==> config.mk <==
export PLATFORM = sky130hd
export DESIGN_NAME = hlsm_loop_acc
export DESIGN_NICKNAME = d
export VERILOG_FILES = /design/src/rtl/hlsm_loop_acc.sv
export SDC_FILE = /design/constraint.sdc
export NUM_CORES = 1
export LEC_CHECK = 0
export BUFFER_PORTS_ARGS = -buffer_cell sky130_fd_sc_hd__buf_2
export CAP_MARGIN = 15
export CORE_UTILIZATION = 50
export DETAILED_ROUTE_END_ITERATION = 8
export PLACE_DENSITY = 0.84
export SYNTH_ARGS = -nofsm -noshare
export SYNTH_HDL_FRONTEND = slang
export SYNTH_SLANG_ARGS = --single-unit
==> constraint.sdc <==
create_clock -name Clk -period 5.3 [get_ports Clk]
set_input_delay 1.06 -clock Clk [delete_from_list [all_inputs] [get_ports Clk]]
set_output_delay 1.06 -clock Clk [all_outputs]
set_load 0.1 [all_outputs]
==> src/rtl/hlsm_loop_acc.sv <==
// hlsm_loop_acc
//   Scheduled state machine that runs one counted loop per request:
//     for (i = loop_start; i < loop_end; i++) { d = a + b*i; z += d; if (d > c) x++; }
//   A Start/Done handshake is used. Busy is high whenever the FSM is not in IDLE.
//
// Parameters
//   DATAWIDTH : width of a, b, c, z, x and the internal d. Must be greater than CNTWIDTH.
//   CNTWIDTH  : width of loop_start, loop_end and the loop variable i (signed).
//
// Ports
//   Clk        in   clock, rising edge
//   Rst        in   synchronous active-low reset
//   Start      in   request, only sampled in IDLE
//   a, b, c    in   signed operands (b multiplies i, c is the compare threshold)
//   loop_start in   signed initial value of i
//   loop_end   in   signed exclusive bound of i
//   z          out  signed accumulated sum
//   x          out  number of iterations with d > c
//   Done       out  one-cycle completion pulse
//   Busy       out  high in every state except IDLE
//
// Build option
//   HLSM_LOOP_ACC_SATURATE_EN : when defined, z + d saturates to the signed DATAWIDTH
//   limits instead of wrapping. The d computation always wraps.

module hlsm_loop_acc #(
   parameter int unsigned DATAWIDTH = 32,
   parameter int unsigned CNTWIDTH  = 8
) (
   input  logic                 Clk,
   input  logic                 Rst,
   input  logic                 Start,
   input  logic [DATAWIDTH-1:0] a,
   input  logic [DATAWIDTH-1:0] b,
   input  logic [DATAWIDTH-1:0] c,
   input  logic [CNTWIDTH-1:0]  loop_start,
   input  logic [CNTWIDTH-1:0]  loop_end,
   output logic [DATAWIDTH-1:0] z,
   output logic [DATAWIDTH-1:0] x,
   output logic                 Done,
   output logic                 Busy
);

   typedef enum logic [2:0] {
      StIdle,
      StInit,
      StChk,
      StBody1,
      StBody2,
      StInc,
      StFinal
   } state_e;

   state_e state_q, state_d;

   // Operands latched on the accepted Start; the ports are don't-care afterwards.
   logic [DATAWIDTH-1:0] a_q, a_d;
   logic [DATAWIDTH-1:0] b_q, b_d;
   logic [DATAWIDTH-1:0] c_q, c_d;
   logic [CNTWIDTH-1:0]  start_q, start_d;
   logic [CNTWIDTH-1:0]  end_q, end_d;

   // Loop state and results.
   logic [CNTWIDTH-1:0]  i_q, i_d;
   logic [DATAWIDTH-1:0] d_q, d_d;
   logic [DATAWIDTH-1:0] z_q, z_d;
   logic [DATAWIDTH-1:0] x_q, x_d;

   // Datapath terms.
   logic [DATAWIDTH-1:0] i_ext;
   logic [DATAWIDTH-1:0] prod;
   logic [DATAWIDTH-1:0] d_calc;
   logic [DATAWIDTH-1:0] z_sum;
   logic                 d_gt_c;
   logic                 loop_more;

   //------------------------------------------------------------------
   // Datapath arithmetic
   //------------------------------------------------------------------
   always_comb begin
      i_ext     = {{(DATAWIDTH - CNTWIDTH){i_q[CNTWIDTH-1]}}, i_q};
      // Signed multiply evaluated at DATAWIDTH keeps only the low bits (two's-complement wrap).
      prod      = DATAWIDTH'($signed(b_q) * $signed(i_ext));
      d_calc    = a_q + prod;
      d_gt_c    = $signed(d_q) > $signed(c_q);
      loop_more = $signed(i_q) < $signed(end_q);
   end

`ifdef HLSM_LOOP_ACC_SATURATE_EN
   logic [DATAWIDTH:0] sum_wide;

   always_comb begin
      sum_wide = {z_q[DATAWIDTH-1], z_q} + {d_q[DATAWIDTH-1], d_q};
      // Top two bits disagree only on signed overflow; the extra bit holds the true sign.
      if (sum_wide[DATAWIDTH] != sum_wide[DATAWIDTH-1]) begin
         if (sum_wide[DATAWIDTH]) begin
            z_sum = {1'b1, {(DATAWIDTH - 1){1'b0}}};
         end else begin
            z_sum = {1'b0, {(DATAWIDTH - 1){1'b1}}};
         end
      end else begin
         z_sum = sum_wide[DATAWIDTH-1:0];
      end
   end
`else
   always_comb begin
      z_sum = z_q + d_q;
   end
`endif

   //------------------------------------------------------------------
   // Next-state and register updates
   //------------------------------------------------------------------
   always_comb begin
      state_d = state_q;
      a_d     = a_q;
      b_d     = b_q;
      c_d     = c_q;
      start_d = start_q;
      end_d   = end_q;
      i_d     = i_q;
      d_d     = d_q;
      z_d     = z_q;
      x_d     = x_q;

      unique case (state_q)
         StIdle: begin
            if (Start) begin
               a_d     = a;
               b_d     = b;
               c_d     = c;
               start_d = loop_start;
               end_d   = loop_end;
               state_d = StInit;
            end
         end
         StInit: begin
            z_d     = '0;
            x_d     = '0;
            i_d     = start_q;
            state_d = StChk;
         end
         StChk: begin
            state_d = loop_more ? StBody1 : StFinal;
         end
         StBody1: begin
            d_d     = d_calc;
            state_d = StBody2;
         end
         StBody2: begin
            z_d = z_sum;
            if (d_gt_c) begin
               x_d = x_q + DATAWIDTH'(1);
            end
            state_d = StInc;
         end
         StInc: begin
            // Cannot overflow: CHK only lets i through while i < loop_end.
            i_d     = i_q + CNTWIDTH'(1);
            state_d = StChk;
         end
         StFinal: begin
            state_d = StIdle;
         end
         default: begin
            state_d = StIdle;
         end
      endcase
   end

   //------------------------------------------------------------------
   // State register
   //------------------------------------------------------------------
   always_ff @(posedge Clk) begin
      if (!Rst) begin
         state_q <= StIdle;
      end else begin
         state_q <= state_d;
      end
   end

   //------------------------------------------------------------------
   // Datapath registers
   //------------------------------------------------------------------
   always_ff @(posedge Clk) begin
      if (!Rst) begin
         a_q     <= '0;
         b_q     <= '0;
         c_q     <= '0;
         start_q <= '0;
         end_q   <= '0;
         i_q     <= '0;
         d_q     <= '0;
         z_q     <= '0;
         x_q     <= '0;
      end else begin
         a_q     <= a_d;
         b_q     <= b_d;
         c_q     <= c_d;
         start_q <= start_d;
         end_q   <= end_d;
         i_q     <= i_d;
         d_q     <= d_d;
         z_q     <= z_d;
         x_q     <= x_d;
      end
   end

   //------------------------------------------------------------------
   // Outputs (Moore decode, so reset forces Done and Busy low)
   //------------------------------------------------------------------
   always_comb begin
      z    = z_q;
      x    = x_q;
      Done = (state_q == StFinal);
      Busy = (state_q != StIdle);
   end

endmodule

==> out/results.tsv <==
metric	value	unit
pwr-share-clk	34.7	%
worstSetupStartpointType	flip-flop	
postSynthCellCount	2130	
async_reset_ff_share	0	%
internal-power	3.64	mW
clock-sinks	219	
avgViaCountPerCell	5.56	
cp_max_fo	13	
min_period	5.10	ns
hold_viol	0	
combPwrFrac	31.4	%
drv_cap	0	
port_buffers	180	
rows	69	
nets	2743	
required	5.75	ns
ys.warnings.count	0	
drt_iter0_markers	1008	
reg2reg_from	i_q[0]$_SDFFE_PN0P_	
grt_use_total	26.5	%
min_period_over_period	96.3	%
min_path_type	flip-flop to flip-flop	
cts_buffer_depth	3	
ys_ff_latch	219	
crit_arrival	5.55	ns
tritoncts	done	
num_io_pins	181	
swShare	34.7	%
slew_headroom	46.5	%
seqPwrFrac	33.9	%
finalSetupViolations	0	
peakVddDrop	0.319	mV
vias	15500	
fp.coreArea	0.0355	sq mm
critPathKind	flip-flop to flip-flop	
reg2regPathDepth	18	
syn_area	0.0180	sq mm
syn-num-nets	2572	
die_w	192	um
ys_types	70	
die_h	192	um
place.gp.congestion	0.931	
r2r_setup_slack	0.20	ns
crit_family	adder cells	
wl	48.1	mm
cts_root_buf	clkbuf_16	
tns	0	ns
outcome	completed	
die_area	0.0367	sq mm
power.density	269	mW/mm^2
ant_nets	0	
drive_gt1_share	15.3	%
clock.fmax	196	MHz
critPathMaxStageDelay	0.61	ns
r2r_end	d_q[30]$_SDFFE_PN0P_	
dr.pass1.iters	5	
synth_edf_count	0	
h-tree-depth	1	
grt_pass1_wl	77.8	mm
ctsHoldBuffers	0	
p_leak	9.75	nW
syn2layout_area_growth	15.3	%
insertion_delay	0.57	ns
seq_area_frac_synth	24.4	%
start_util	50.6	%
path_buf_inv	2	
crit_chain	buf_12 > nand2_1 > fa_1 > inv_1 > fa_1 > fa_1 > fa_1 > fa_2 > ha_4 > o21ai_1 > a21oi_2 > a2111oi_2 > o21a_1 > o31a_1 > o21ai_1 > a31oi_1 > xor2_1 > o21ai_0	
hp-start	c_q[17]$_SDFFE_PN0P_	
grt_pass1_vias	15500	
report.final.slew_viol_count	0	
worstSetupEndpointType	flip-flop	
worstMarginPinSlew	0.802	ns
post_synth.cell_area_avg	8.44	sq um
routedWlPerCell	17.3	um
hold_path_end	c_q[17]$_SDFFE_PN0P_	
synthFlopType	dfxtp_1	
layout_commonest_cell	nand2_1	
whs	0.454	ns
layout_common_cells	nand2_1 (399), dfxtp_1 (202), inv_1 (201), a21oi_1 (200), fa_1 (185)	
drc	0	
min_path_cells	2	
p_switching	1.93	mW
cts_made_buffers	25	
overflow	0	
grt_start_max_net_pins	74	
skew	0.0161	ns
antenna_found_initial	2	
place_hpwl	37.3	mm
clk_pin_slew	0.06	ns
cp_common_cell	fa_1	
slowest_stage	fa_2	
final cells by class:
cell class | count | area [sq um]
fill | 3011 | 14800
clock buffer | 32 | 672
clock inverter | 14 | 240
timing repair buffer | 248 | 1470
sequential | 219 | 4420
antenna | 2 | 5.00
multi-input combinational | 1603 | 12600
inverter | 204 | 768
tap | 461 | 577
routing by layer:
metal / vias up / track usage [%] / part of all wire [%]
met2: 577 / 46.3 / 49
met3: 110 / 3.62 / 6.4
met5: - / 0 / 0
met4: 0 / 8.64 / 3.2
li1: 7323 / - / -
met1: 7477 / 33.5 / 42
Yosys cell counts (2+ instances only):
master	instances	area, sq um
or3_1	3	18.8
buf_1	7	26.3
a21oi_1	205	1030
inv_1	202	758
o211ai_1	17	128
and4_1	3	26.3
or2_2	5	31.3
nand3_1	26	130
or4_1	10	75.1
a221oi_1	2	17.5
a31oi_1	7	43.8
nor3_1	8	40.0
and2_1	134	838
xor2_1	36	315
o21ai_0	45	225
nor3b_1	2	15.0
nand4_1	14	87.6
nand2b_1	19	119
mux2i_1	10	100
o21bai_1	15	113
o2111ai_1	6	52.6
a21o_2	2	17.5
nand2_1	400	1500
buf_2	3	15.0
a211oi_1	17	128
o21ai_1	6	30.0
o31a_1	2	17.5
a22oi_1	24	180
nor2b_1	10	62.6
fa_1	188	3760
and3_1	14	87.6
nor2_1	105	394
dfxtp_1	219	4380
clkbuf_1	93	349
xnor2_1	44	385
ha_1	139	1740
a21o_1	31	233
inv_2	2	7.51
nor4_1	5	31.3
o31ai_1	9	67.6
a2111oi_0	3	26.3
o21a_1	10	75.1
power groups by stage:
stage                     Combinational [mW]  Sequential [mW]  Clock (mW)
after floorplan                         1.15             1.88           0
after global placement                  1.62             1.91           0
after detailed placement                1.67             1.92           0
after CTS                               1.69             1.88        1.97
after global routing                    1.94             1.90        2.04
final                                   1.75             1.89        1.94
flip-flops by register name, indices dropped and copies added, names as in the netlist:
register / flops
z: 32
start_q: 8
a_q: 32
b_q: 32
state_q: 3
i_q: 8
c_q: 32
d_q: 32
end_q: 8
x: 32
worst min-delay path: cells and delay by family (launching register included):
family	cells	cell delay, ns
AND/OR/NAND/NOR	1	0.05
flip-flops	1	0.31
AO/OA/AOI/OAI	1	0.05
metrics by stage:
| stage | std cells | setup WS [ns] | utilization (%) | power [mW] | cell area (sq um) |
|---|---|---|---|---|---|
| 6_report | 2783 | 0.198 | 58.4 | 5.57 | 20700 |
| 5_1_grt | 2783 | -0.0240 | 58.4 | 5.88 | 20700 |
| 4_1_cts | 2775 | 0.000475 | 57.7 | 5.54 | 20500 |
| 3_5_place_dp | 2729 | -0.0669 | 55.2 | 3.59 | 19600 |
| 3_3_place_gp | 2729 | 0.0795 | 55.2 | 3.53 | 19600 |
| 2_1_floorplan | 2130 | 0.0137 | - | 3.03 | 18000 |
cells by family (layout without fill, tap and decap cells):
group           count (synthesis)  after routing  synth area share, %
flops                         219            219                 24.4
compound gates                421            421                 14.4
fa+ha+maj                     327            327                 30.6
mux                            10             10                0.557
simple gates                  765            765                 19.6
buf+inv                       308            498                 6.46
other cells                     0              2                    0
xor+xnor                       80             80                 3.90
worst max path at each step:
stage,startpoint,to,slack (ns),cells past startpoint
detailed placement,i_q[1]$_SDFFE_PN0P_,d_q[31]$_SDFFE_PN0P_,-0.07,19
finish,i_q[0]$_SDFFE_PN0P_,d_q[30]$_SDFFE_PN0P_,0.20,18
global route,i_q[3]$_SDFFE_PN0P_,d_q[20]$_SDFFE_PN0P_,-0.02,18
global placement,i_q[0]$_SDFFE_PN0P_,d_q[17]$_SDFFE_PN0P_,0.08,20
floorplan,i_q[0]$_SDFFE_PN0P_,d_q[31]$_SDFFE_PN0P_,0.01,20
CTS,i_q[1]$_SDFFE_PN0P_,d_q[31]$_SDFFE_PN0P_,0.0005,19
what timing repair did:
action                                  4_1_cts  5_1_grt
endpoints found under the setup margin        4       14
gates resized for setup                       3       49
buffers inserted                              0        6
pin swaps                                     1       15
Note: power is estimated with default switching activity, not from simulation.
